### config.mk
export PLATFORM = sky130hd
export DESIGN_NAME = led_wave_guess
export DESIGN_NICKNAME = d
export VERILOG_FILES = /design/src/rtl/led_game_pkg.sv /design/src/rtl/led_wave_guess_lfsr16.sv /design/src/rtl/led_wave_guess.sv
export SDC_FILE = /design/constraint.sdc
export NUM_CORES = 1
export LEC_CHECK = 0
export ABC_AREA = 1
export ABC_CLOCK_PERIOD_IN_PS = 2230
export CAP_MARGIN = 0
export CORE_UTILIZATION = 51
export DETAILED_ROUTE_END_ITERATION = 8
export PLACE_DENSITY = 0.74
export SETUP_SLACK_MARGIN = 0.2
export SLEW_MARGIN = 20
export SYNTH_ARGS = -nofsm -noshare
export SYNTH_HDL_FRONTEND = slang
export SYNTH_SLANG_ARGS = --single-unit
### constraint.sdc
create_clock -name clk -period 2.23 [get_ports clk]
set_input_delay 0.446 -clock clk [delete_from_list [all_inputs] [get_ports clk]]
set_output_delay 0.446 -clock clk [all_outputs]
set_load 0.01 [all_outputs]
### src/rtl/led_game_pkg.sv
// Shared types and constants for the LED-wave guessing game: FSM states,
// 7-segment glyph codes, LFSR seed and a two-digit split helper.
package led_game_pkg;

    typedef enum logic [2:0] {
        S_IDLE,
        S_RUN,
        S_SHOW,
        S_WIN,
        S_LOSE
    } state_e;

    localparam logic [4:0] C_BLANK = 5'd31;
    localparam logic [4:0] C_U     = 5'd15;
    localparam logic [4:0] C_P     = 5'd16;
    localparam logic [4:0] C_d     = 5'd19;
    localparam logic [4:0] C_n     = 5'd20;
    localparam logic [4:0] C_g     = 5'd9;
    localparam logic [4:0] C_o     = 5'd17;

    localparam logic [15:0] LFSR_SEED = 16'hACE1;

    // {tens glyph, units glyph} for a value below 64
    function automatic logic [9:0] dec2(input logic [5:0] v);
        logic [5:0] t;
        logic [5:0] u;
        t = v / 6'd10;
        u = v - t * 6'd10;
        return {t[4:0], u[4:0]};
    endfunction

endpackage

### src/rtl/led_wave_guess_lfsr16.sv
// Free-running 16-bit Fibonacci LFSR, polynomial x^16+x^15+x^13+x^4+1.
// Seeded non-zero on reset, so the all-zero lock-up state is never entered.
module lfsr16
    import led_game_pkg::*;
(
    input  logic        clk,
    input  logic        reset,
    output logic [15:0] lfsr_o
);

    logic [15:0] lfsr_q;
    logic [15:0] lfsr_d;

    assign lfsr_d = {lfsr_q[14:0], lfsr_q[15] ^ lfsr_q[14] ^ lfsr_q[12] ^ lfsr_q[3]};
    assign lfsr_o = lfsr_q;

    always_ff @(posedge clk) begin
        if (reset) lfsr_q <= LFSR_SEED;
        else       lfsr_q <= lfsr_d;
    end

endmodule

### src/rtl/led_wave_guess.sv
// LED-wave count-guessing game engine. Optional SHOW-state up/down hint
// is enabled by defining LED_WAVE_HINT_EN.
module led_wave_guess
    import led_game_pkg::*;
#(
    parameter int N_LED       = 16,
    parameter int TICK_CYCLES = 100_000_000,
    parameter int MAX_TRIES   = 5
) (
    input  logic             clk,
    input  logic             reset,
    input  logic             active,
    input  logic             btn_go_stop,
    output logic [N_LED-1:0] led,
    output logic [19:0]      seg_data,
    output logic [3:0]       tries_left,
    output logic             win,
    output logic             lose
);

    localparam int CW = $clog2(N_LED + 1);
    localparam int TW = $clog2(TICK_CYCLES);
    localparam logic [19:0] SEG_BLANK = {4{C_BLANK}};

    state_e           state_q;
    logic [CW-1:0]    c_q;
    logic             dir_q;
    logic [CW-1:0]    target_q;
    logic [3:0]       tries_q;
    logic [TW-1:0]    tick_q;
    logic             btn_prev_q;
    logic [N_LED-1:0] led_q;
    logic [19:0]      seg_q;
    logic             win_q;
    logic             lose_q;

    logic [15:0]      lfsr;
    logic             lfsr_unused;
    logic             btn_edge;
    logic             tick_hit;
    logic [CW-1:0]    target_d;
    logic [CW-1:0]    c_d;
    logic             dir_d;
    logic [N_LED-1:0] ones;
    logic [N_LED-1:0] wave;
    logic [9:0]       tgt_dec;
    logic [9:0]       c_dec;
    logic [9:0]       hint;
    logic [N_LED-1:0] led_d;
    logic [19:0]      seg_d;

    lfsr16 u_lfsr (
        .clk    (clk),
        .reset  (reset),
        .lfsr_o (lfsr)
    );

    assign lfsr_unused = ^lfsr[15:8];
    assign btn_edge    = btn_go_stop & ~btn_prev_q;
    assign tick_hit    = (tick_q == TW'(TICK_CYCLES - 1));
    // Scale the 8-bit random value onto 1..N_LED
    assign target_d    = CW'((32'(lfsr[7:0]) * N_LED) >> 8) + CW'(1);
    assign ones        = '1;
    assign wave        = ~(ones >> c_q);
    assign tgt_dec     = dec2(6'(target_q));
    assign c_dec       = dec2(6'(c_q));

    assign led        = led_q;
    assign seg_data   = seg_q;
    assign tries_left = tries_q;
    assign win        = win_q;
    assign lose       = lose_q;

    // Bounce at the ends: direction is decided by the value, not by dir_q
    always_comb begin
        c_d   = c_q;
        dir_d = dir_q;
        if (c_q == CW'(N_LED)) begin
            c_d   = CW'(N_LED - 1);
            dir_d = 1'b0;
        end else if (c_q == CW'(1)) begin
            c_d   = CW'(2);
            dir_d = 1'b1;
        end else if (dir_q) begin
            c_d = c_q + CW'(1);
        end else begin
            c_d = c_q - CW'(1);
        end
    end

`ifdef LED_WAVE_HINT_EN
    assign hint = (c_q < target_q) ? {C_U, C_P} : {C_d, C_n};
`else
    assign hint = {C_BLANK, C_BLANK};
`endif

    always_comb begin
        led_d = wave;
        seg_d = SEG_BLANK;
        case (state_q)
            S_IDLE: led_d = '0;
            S_RUN:  seg_d = {1'b0, tries_q, C_BLANK, tgt_dec};
            S_SHOW: seg_d = {c_dec, hint};
            S_WIN:  seg_d = {C_g, C_o, C_o, C_d};
            S_LOSE: seg_d = {C_n, C_o, tgt_dec};
            default: begin
                led_d = '0;
                seg_d = SEG_BLANK;
            end
        endcase
    end

    always_ff @(posedge clk) begin
        if (reset) begin
            state_q    <= S_IDLE;
            c_q        <= CW'(1);
            dir_q      <= 1'b1;
            target_q   <= CW'(1);
            tries_q    <= 4'(MAX_TRIES);
            tick_q     <= '0;
            btn_prev_q <= 1'b0;
            led_q      <= '0;
            seg_q      <= SEG_BLANK;
            win_q      <= 1'b0;
            lose_q     <= 1'b0;
        end else begin
            btn_prev_q <= btn_go_stop;
            if (!active) begin
                state_q <= S_IDLE;
                tries_q <= 4'(MAX_TRIES);
                tick_q  <= '0;
                led_q   <= '0;
                seg_q   <= SEG_BLANK;
                win_q   <= 1'b0;
                lose_q  <= 1'b0;
            end else begin
                led_q  <= led_d;
                seg_q  <= seg_d;
                win_q  <= (state_q == S_WIN);
                lose_q <= (state_q == S_LOSE);
                tick_q <= '0;
                case (state_q)
                    S_IDLE: begin
                        state_q  <= S_RUN;
                        target_q <= target_d;
                        c_q      <= CW'(1);
                        dir_q    <= 1'b1;
                        tries_q  <= 4'(MAX_TRIES);
                    end
                    S_RUN: begin
                        // A stop in the same cycle as a tick freezes c
                        if (btn_edge) begin
                            state_q <= S_SHOW;
                            tries_q <= tries_q - 4'd1;
                        end else begin
                            tick_q <= tick_hit ? '0 : tick_q + TW'(1);
                            if (tick_hit) begin
                                c_q   <= c_d;
                                dir_q <= dir_d;
                            end
                        end
                    end
                    S_SHOW: begin
                        if (c_q == target_q)       state_q <= S_WIN;
                        else if (tries_q == 4'd0)  state_q <= S_LOSE;
                        else if (btn_edge)         state_q <= S_RUN;
                    end
                    S_WIN, S_LOSE: begin
                        if (btn_edge) begin
                            state_q <= S_IDLE;
                            tries_q <= 4'(MAX_TRIES);
                        end
                    end
                    default: state_q <= S_IDLE;
                endcase
            end
        end
    end

endmodule

Word-level counts from Yosys, hierarchy flattened
Cells that the tools add are included.

storage, ports and cells
  register bits = 100
  bits of input ports = 4
  output and inout bits = 42
  word-level logic and storage cells = 82

operators by class
  $add $sub $neg = 7
  multiply operators = 2
  div/mod/pow operators = 2
  eq/ne operators = 14
  shift operators = 1
  multiplexer cells = 21
  bitwise logic cells = 9
  reductions and logical operators = 14

operator list
  operator               count
  $pmux 20 s4            1
  $add 27x1->27 const B  1
  $eq 27x27->1 const B   1
  $mux 5                 5
  $not 16->16            1
  $shr 16x5->16 const A  1
  $mux 3                 5
  $div 5x4->6 const B    2
  $mul 6x3->4 const B    2
  $pmux 3 s4             1
  $pmux 4 s3             1
  $pmux 5 s2             1
  $sub 5x5->5            2
  $mux 4                 2
  $ne 2x2->1 const B     4
  $eq 3x2->1 const B     2
  $reduce_and 3->1       2
  $add 4x1->5 const B    1
  $add 5x1->5 const B    1
  $eq 5x1->1 const B     1
  $eq 5x5->1             1
  $eq 5x5->1 const B     1
  $reduce_and 5->1       1
  $reduce_or 5->1        1
  other kinds (20)       29

Longest topological paths before layout
  word-level depth = 7
  gate-level depth with buffers = 18
  depth with buffers taken out = 18

Cells and area by module
Synthesis repeated with hierarchy kept, for this count alone.

unflattened totals
  cells, all modules = 630
  area, all modules = 4749.6 µm²

modules (own cells, without submodules)
  module          times used  cells an instance  area each (µm²)  seq. area each (µm²)
  led_wave_guess  1           556                4134.0           1661.6
  lfsr16          1           74                 615.6            320.3

Least setup slack after synthesis
No wires, ideal clock.

  path type = register to register
  from = register c_q[2]
  to = register seg_q[13], in the netlist seg_data[13]
  library setup time = 128 ps
  arrival = 2337 ps
  required time = 2102 ps
  path slack = -235 ps
  stages on the path, launching flop included = 12
  buffers on the path = 1
  period minus slack after synthesis = 2465 ps
  path through = dfxtp_1 -> buf_2 -> o21ai_0 -> ha_1 -> nand2_1 -> o221ai_1 -> nand2_1 -> ha_1 -> inv_1 -> fa_1 -> xnor2_1 -> o211ai_1

on the way
  word-level cells in the longest chain between the ends = 4

RTL lines
  what                    line                   source
  from (decl)             led_wave_guess.sv:26   logic [CW-1:0] c_q;
  from (signal assigned)  led_wave_guess.sv:116  c_q <= CW'(1);
  from (signal assigned)  led_wave_guess.sv:146  c_q <= CW'(1);
  from (signal assigned)  led_wave_guess.sv:158  c_q <= c_d;
  $div 5x4->6             led_game_pkg.sv:27     t = v / 6'd10;
  $mul 6x3->4             led_game_pkg.sv:28     u = v - t * 6'd10;
  $sub 5x5->5 *           led_game_pkg.sv:28
  $pmux 20 s4 *           led_wave_guess.sv:100  case (state_q)
  to (signal assigned)    led_wave_guess.sv:138  seg_q <= seg_d;
  to (decl)               led_wave_guess.sv:33   logic [19:0] seg_q;

Mark *: on every way between the ends. The rest lies on a longest branch, timed or not.
A chain may end at the register's enable or synchronous reset.

Final worst setup path
  from = register target_q[2]
  to = register seg_q[4], in the netlist seg_data[4]

on the way
  word-level cells in the longest chain between the ends = 4

RTL lines
  what                    line                   source
  from (decl)             led_wave_guess.sv:28   logic [CW-1:0] target_q;
  from (signal assigned)  led_wave_guess.sv:145  target_q <= target_d;
  $div 5x4->6             led_game_pkg.sv:27
  $mul 6x3->4             led_game_pkg.sv:28
  $sub 5x5->5 *           led_game_pkg.sv:28
  $pmux 20 s4 *           led_wave_guess.sv:100

Marks and branches as above.

==> results.sh <==
export IMPL_dr_total_vias=4201
export IMPL_synth_cell_types=43
export IMPL_layout_common_cells="nand2_1, dfxtp_1, nor2_1, inv_1, clkdlybuf4s50_1"
export IMPL_stdcell_count=794
export IMPL_async_flop_share_pct=0
export IMPL_worstPathRequired_ns=2.54
export IMPL_design_area_um2=5840
export IMPL_cp_depth=17
export IMPL_cts_num_sinks=99
export IMPL_yosys_area_top_type_share_pct=42.2
export IMPL_cts_tree="built"
export IMPL_maxCapViolCount=0
export IMPL_status="complete, but fails checks"
export IMPL_worstSetupStartpointType="flip-flop"
export IMPL_remaining_drc_errors=3
export IMPL_drive_gt1_share_pct=21.3
export IMPL_io_buffer_count=45
export IMPL_setup_violations_final=0
export IMPL_globalplace_congestion=0.868
export IMPL_grt_max_degree=23
export IMPL_finalCritPeriodShare_pct=98.3
export IMPL_cpPeakStageDelay_ns=0.38
export IMPL_drt_iter0_drc=246
export IMPL_dr_pass1_iters=7
export IMPL_power_leakage_nw=2.35
export IMPL_syn_inst=602
export IMPL_yosys_most_used_dff="dfxtp_1"
export IMPL_synth_seq_cells=99
export IMPL_worst_slew_pin_slew_ns=0.494
export IMPL_dieArea_um2=9590
export IMPL_synth_nets=627
export IMPL_fin_skew_ns=0.00662
export IMPL_synthMuxAreaShare_pct=0
export IMPL_fin_tns_setup_ns=0
export IMPL_n_fill_cell=721
export IMPL_cts_hold_buf=0
export IMPL_synthXorXnorAreaFrac_pct=3.73
export IMPL_rows=34
export IMPL_nets=706
export IMPL_hold_class="flip-flop to flip-flop"
export IMPL_powerDensity_nw_per_um2=634
export IMPL_layout_commonest_cell="nand2_1"
export IMPL_io_pins=46
export IMPL_cts_root_buf="clkbuf_8"
export IMPL_max_freq_mhz=456
export IMPL_slew_violations=0
export IMPL_arrival_ns=2.51
export IMPL_syn_avg_cell_area_um2=7.80
export IMPL_synth_compound_area_share_pct=9.25
export IMPL_cp_end_kind="flip-flop"
export IMPL_synth_area_um2=4690
export IMPL_start_util_pct=53.3
export IMPL_track_usage_pct=22.6
export IMPL_period_needed_ns=2.19
export IMPL_numCtsBuffers=9
export IMPL_rsz0062_at_grt="true"
export IMPL_grt_antenna_before_repair=0
export IMPL_fp_dieH_um=97.9
export IMPL_antenna_left=0
export IMPL_wl_per_cell_um=13.9
export IMPL_path_max_fanout=5
export IMPL_finalWorstSetupSlack_ns=0.0374
export IMPL_violations="DRC"
export IMPL_power_total_mw=3.70
export IMPL_dpl_cell_area_um2=5340
export IMPL_critPathBufInv=3
export IMPL_r2r_worst_path_cells=17
export IMPL_yosys_warnings=0
export IMPL_grt_overflow_total=0
export IMPL_synth_edf_count=0
export IMPL_clock_latency_ns=0.37
export IMPL_viasPerCell=5.29
export IMPL_seq_area_um2=2000
export IMPL_routed_wl_um=11000
export IMPL_final_hold_viol_count=0
export IMPL_yosys_area_share_simple_pct=31.0
export IMPL_whs_ns=0.408
export IMPL_grt_pass1_wl_um=17600
export IMPL_crit_chain="buf_4 -> nor2_4 -> nand2_2 -> nand2_4 -> nor2_4 -> nor2_4 -> nand2_1 -> nand2_1 -> nand2_2 -> inv_2 -> ha_4 -> inv_2 -> o21ai_2 -> o21ai_1 -> nand2_1 -> or2_4 -> nand3_2"
export IMPL_diodes=0
export IMPL_slew_headroom_pct=66.8
export IMPL_post_dp_hpwl_um=7720
export IMPL_slowest_stage="dfxtp_4"
export IMPL_core_area_um2=8810
export IMPL_crit_type="flip-flop to flip-flop"
export IMPL_hold_depth=2
export IMPL_clk_pin_slew_ns=0.09
export IMPL_yosysTopAreaCell="dfxtp_1"
export IMPL_dp_cells=762
export IMPL_cp_top_family="simple AND/OR/NAND/NOR gates"
export IMPL_seq_area_frac_synth_pct=42.2
export IMPL_grt_pass1_vias=3866
export IMPL_vdd_drop_max_mv=0.426
export IMPL_final_util_pct=66.4
export IMPL_syn_to_final_growth_pct=24.5
export IMPL_ctsHtreeMaxLevel=3
export IMPL_clock_path_buffers=2
export IMPL_die_w_um=97.9
export IMPL_synthAdderAreaFrac_pct=5.76
export IMPL_synth_area_leaders="dfxtp_1, nand2_1, nor2_1"
export IMPL_multi_input_area_um2=2530
export IMPL_post_place_ws_ns=0.0300
export IMPL_synth_top_family_by_area="simple AND/OR/NAND/NOR gates"
[kinds of logic (layout without fill, tap and decap cells)]
group | count (synthesis) | in the layout
and+or+nand+nor | 302 | 302
DFF | 99 | 99
buffers and inverters | 86 | 170
AOI/OAI and AO/OA | 74 | 74
adders and majority gates | 21 | 21
xor gates and xnor gates | 20 | 20
[metal layers]
| layer | vias up | track usage (%) | wire, um |
|---|---|---|---|
| li1 | 2087 | - | - |
| met1 | 1960 | 30.0 | 4890 |
| met2 | 129 | 36.2 | 5280 |
| met3 | 25 | 4.72 | 599 |
| met4 | 0 | 8.62 | 277 |
| met5 | - | 0 | 0 |
[worst min-delay path, delay by kind of cell (launching register included)]
kind	cells	cell delay, ns
flops	1	0.31
simple gates	1	0.03
buf+inv	1	0.04
[cell type report]
| cell class | count | area share (%) |
|---|---|---|
| Tap cell | 108 | 2.31 |
| Multi-Input combinational cell | 417 | 43.4 |
| Timing Repair Buffer | 78 | 12.2 |
| Clock inverter | 5 | 0.642 |
| Sequential cell | 99 | 34.2 |
| Inverter | 76 | 4.90 |
| Clock buffer | 11 | 2.42 |
[sequential cells by signal, summed over array words and instances, names as in the netlist, 3 cells and up]
register       count
c_q                5
target_q           5
led               16
u_lfsr.lfsr_o     16
tries_left         4
state_q            3
seg_data          19
tick_q            27
[power by group]
group          switching [mW]  internal (mW)
Clock                   0.614          0.441
Sequential             0.0467           1.83
Combinational           0.434          0.336
[Yosys cell counts (3+ instances only)]
library cell and n:
a21oi_1 25, a31oi_1 5, buf_6 5, dfxtp_1 99
ha_1 20, inv_1 67, inv_2 8, nand2_1 111
nand2_2 8, nand3_1 39, nand3b_1 4, nand4_1 9
nor2_1 84, nor2_2 7, nor2_4 5, nor3_1 8
nor3_2 4, nor3b_1 3, o211ai_1 4, o21ai_0 26
o21ai_2 6, or2_2 11, xnor2_1 7, xor2_1 13
[path summary, 6_finish.rpt]
check                    start  slack (ns)           endpoint
max                target_q[2]        0.04        seg_data[4]
min          u_lfsr.lfsr_o[13]        0.41  u_lfsr.lfsr_o[14]
max reg2reg        target_q[2]        0.04        seg_data[4]
min reg2reg  u_lfsr.lfsr_o[13]        0.41  u_lfsr.lfsr_o[14]
[timing repair]
| action | in CTS | in global routing |
|---|---|---|
| setup endpoints to repair | 4 | 6 |
| pin swaps | 5 | 19 |
| gates resized for setup | 13 | 40 |
| buffers inserted | 8 | 8 |
No activity file was read; power rests on OpenSTA's default activity.
==> patch, RTL diff (same settings) <==
Change the parameter `TICK_CYCLES` from 100_000_000 to 50_000_000.
--- a/src/rtl/led_wave_guess.sv
+++ b/src/rtl/led_wave_guess.sv
@@ -6,3 +6,3 @@
     parameter int N_LED       = 16,
-    parameter int TICK_CYCLES = 100_000_000,
+    parameter int TICK_CYCLES = 50_000_000,
     parameter int MAX_TRIES   = 5
Behaviour: no difference found for any inputs over 10 cycles, from zero or initial values and one cycle with reset high; that may be too few to reach the edited logic, so the function may still have changed.
==> patch against the original RTL <==
  * Sequential cell count decreased by 1
  * Clock skew rose by 3.0 ps
  * Synthesized area down 4.6%
  * Wire length is 11% lower
  * Sequential share of layout area is 1.8 points higher
  * Power shrank 9.1%
  * Final area decreased by 6.1%
  * Setup slack worse by 1.1 ps
  * Global-route usage hardly changed
  * Largest power group unchanged
==> patch: results (changes against the original RTL) <==
setup_path:
  worstPathArrival_ps: 2440  # -70 ps
  cpMaxStageDelayCell: "fa_2"
  worstReg2RegStart: "target_q[3]"
  max_stage_delay_ps: 540  # +160 ps
  crit_family: "adder cells"
route:
  wirelength_um: 9790  # -11%
  drtPass1Iterations: 5  # -2
  via_per_inst: 5.18  # -2.1%
synth:
  postSynthAreaPerCell_um2: 7.69  # -1.4%
  synth_common_cells: "nand2_1, dfxtp_1, inv_1"
  synth_top_area_share_pct: 43.8  # +1.6 points
  synthTopCellsByArea: "dfxtp_1, nand2_1, inv_1"
  ys_types: 39  # -9.3%
  ys_seq_area_share_pct: 43.8  # +1.6 points
  synth_nets: 608  # -3.0%
layout:
  final_nets: 676  # -4.2%
  largest_reg_flops: 26  # -3.7%
  drive_gt1_share_pct: 16.9  # -4.3 points
  fin_cells: 760  # -4.3%
grt:
  grt_usage_pct: 22.7  # +0.031 points
  grt_pass1_vias: 3600  # -6.9%
  grt_start_max_net_pins: 22  # -4.3%
run_status:
  status: "finished, final reports clean"
sta:
  clock_skew_ps: 9.60  # +2.98 ps
  hold_ws_ps: 407  # -1.74 ps
placed_design:
  placedCellCount: 735  # -3.5%
  dpl_cell_area_mm2: 0.00517  # -3.0%
  dp_hpwl_um: 7310  # -5.3%
pwr:
  ir_worst_vdd_mv: 0.617  # +45%
  power_leakage_nw: 2.22  # -5.5%
worst_hold_path:
  hp-start: "u_lfsr.lfsr_o[0]"
## patch: cell types whose count changed after synthesis, moves of 3 or more
cell,unedited run,this run
a21oi_1,25,29
a31oi_1,5,2
buf_2,1,4
buf_6,5,1
inv_1,67,74
nand3_1,39,27
nor2_1,84,73
nor3_2,4,0
o211ai_1,4,8
o21ai_1,1,7
o21ai_2,6,1
## patch: cells by family after synthesis
logic type / share of synthesized area, %
AND/OR/NAND/NOR: 27.7
flip-flops: 43.8
buffers and inverters: 7.99
AO/OA/AOI/OAI: 10.4
adder cells (fa/ha/maj): 6.20
XOR/XNOR: 3.91
## patch: worst min-delay path: stages, from the launching register on
cell and delay, ps:
dfxtp_1 300, inv_1 40, nor2_1 30
## patch: routing by layer
metal	share of wire [%]	GRT usage, %	wire length, um
met5	0	0	0
met2	51	40.7	4970
met3	3.2	4.11	314
met1	44	26.3	4290
met4	2.2	9.58	215
## patch: layout make-up
cell class / instances / area, um2
clock buffer: 10 / 128
clock inverter: 5 / 31.3
fill: 700 / 2860
inverter: 80 / 303
multi-input combinational: 395 / 2300
sequential: 98 / 1970
tap: 105 / 131
timing repair buffer: 67 / 619
## patch: final timing paths
kind	to	cells past startpoint
hold / removal	u_lfsr.lfsr_o[1]	2
setup reg to reg	seg_data[2]	12
hold reg to reg	u_lfsr.lfsr_o[1]	2
setup / recovery	seg_data[2]	12
## patch: power breakdown
part / switching [W] / internal, W
sequential: 0.0000404 / 0.00181
clock: 0.000585 / 0.000397
combinational: 0.000307 / 0.000227
total: 0.000932 / 0.00243
## patch: timing repair
item | 4_1_cts | 5_1_grt
pin swaps | 10 | 12
gates resized for setup | 8 | 11
setup endpoints to repair | 6 | 6
setup buffers | 6 | 4
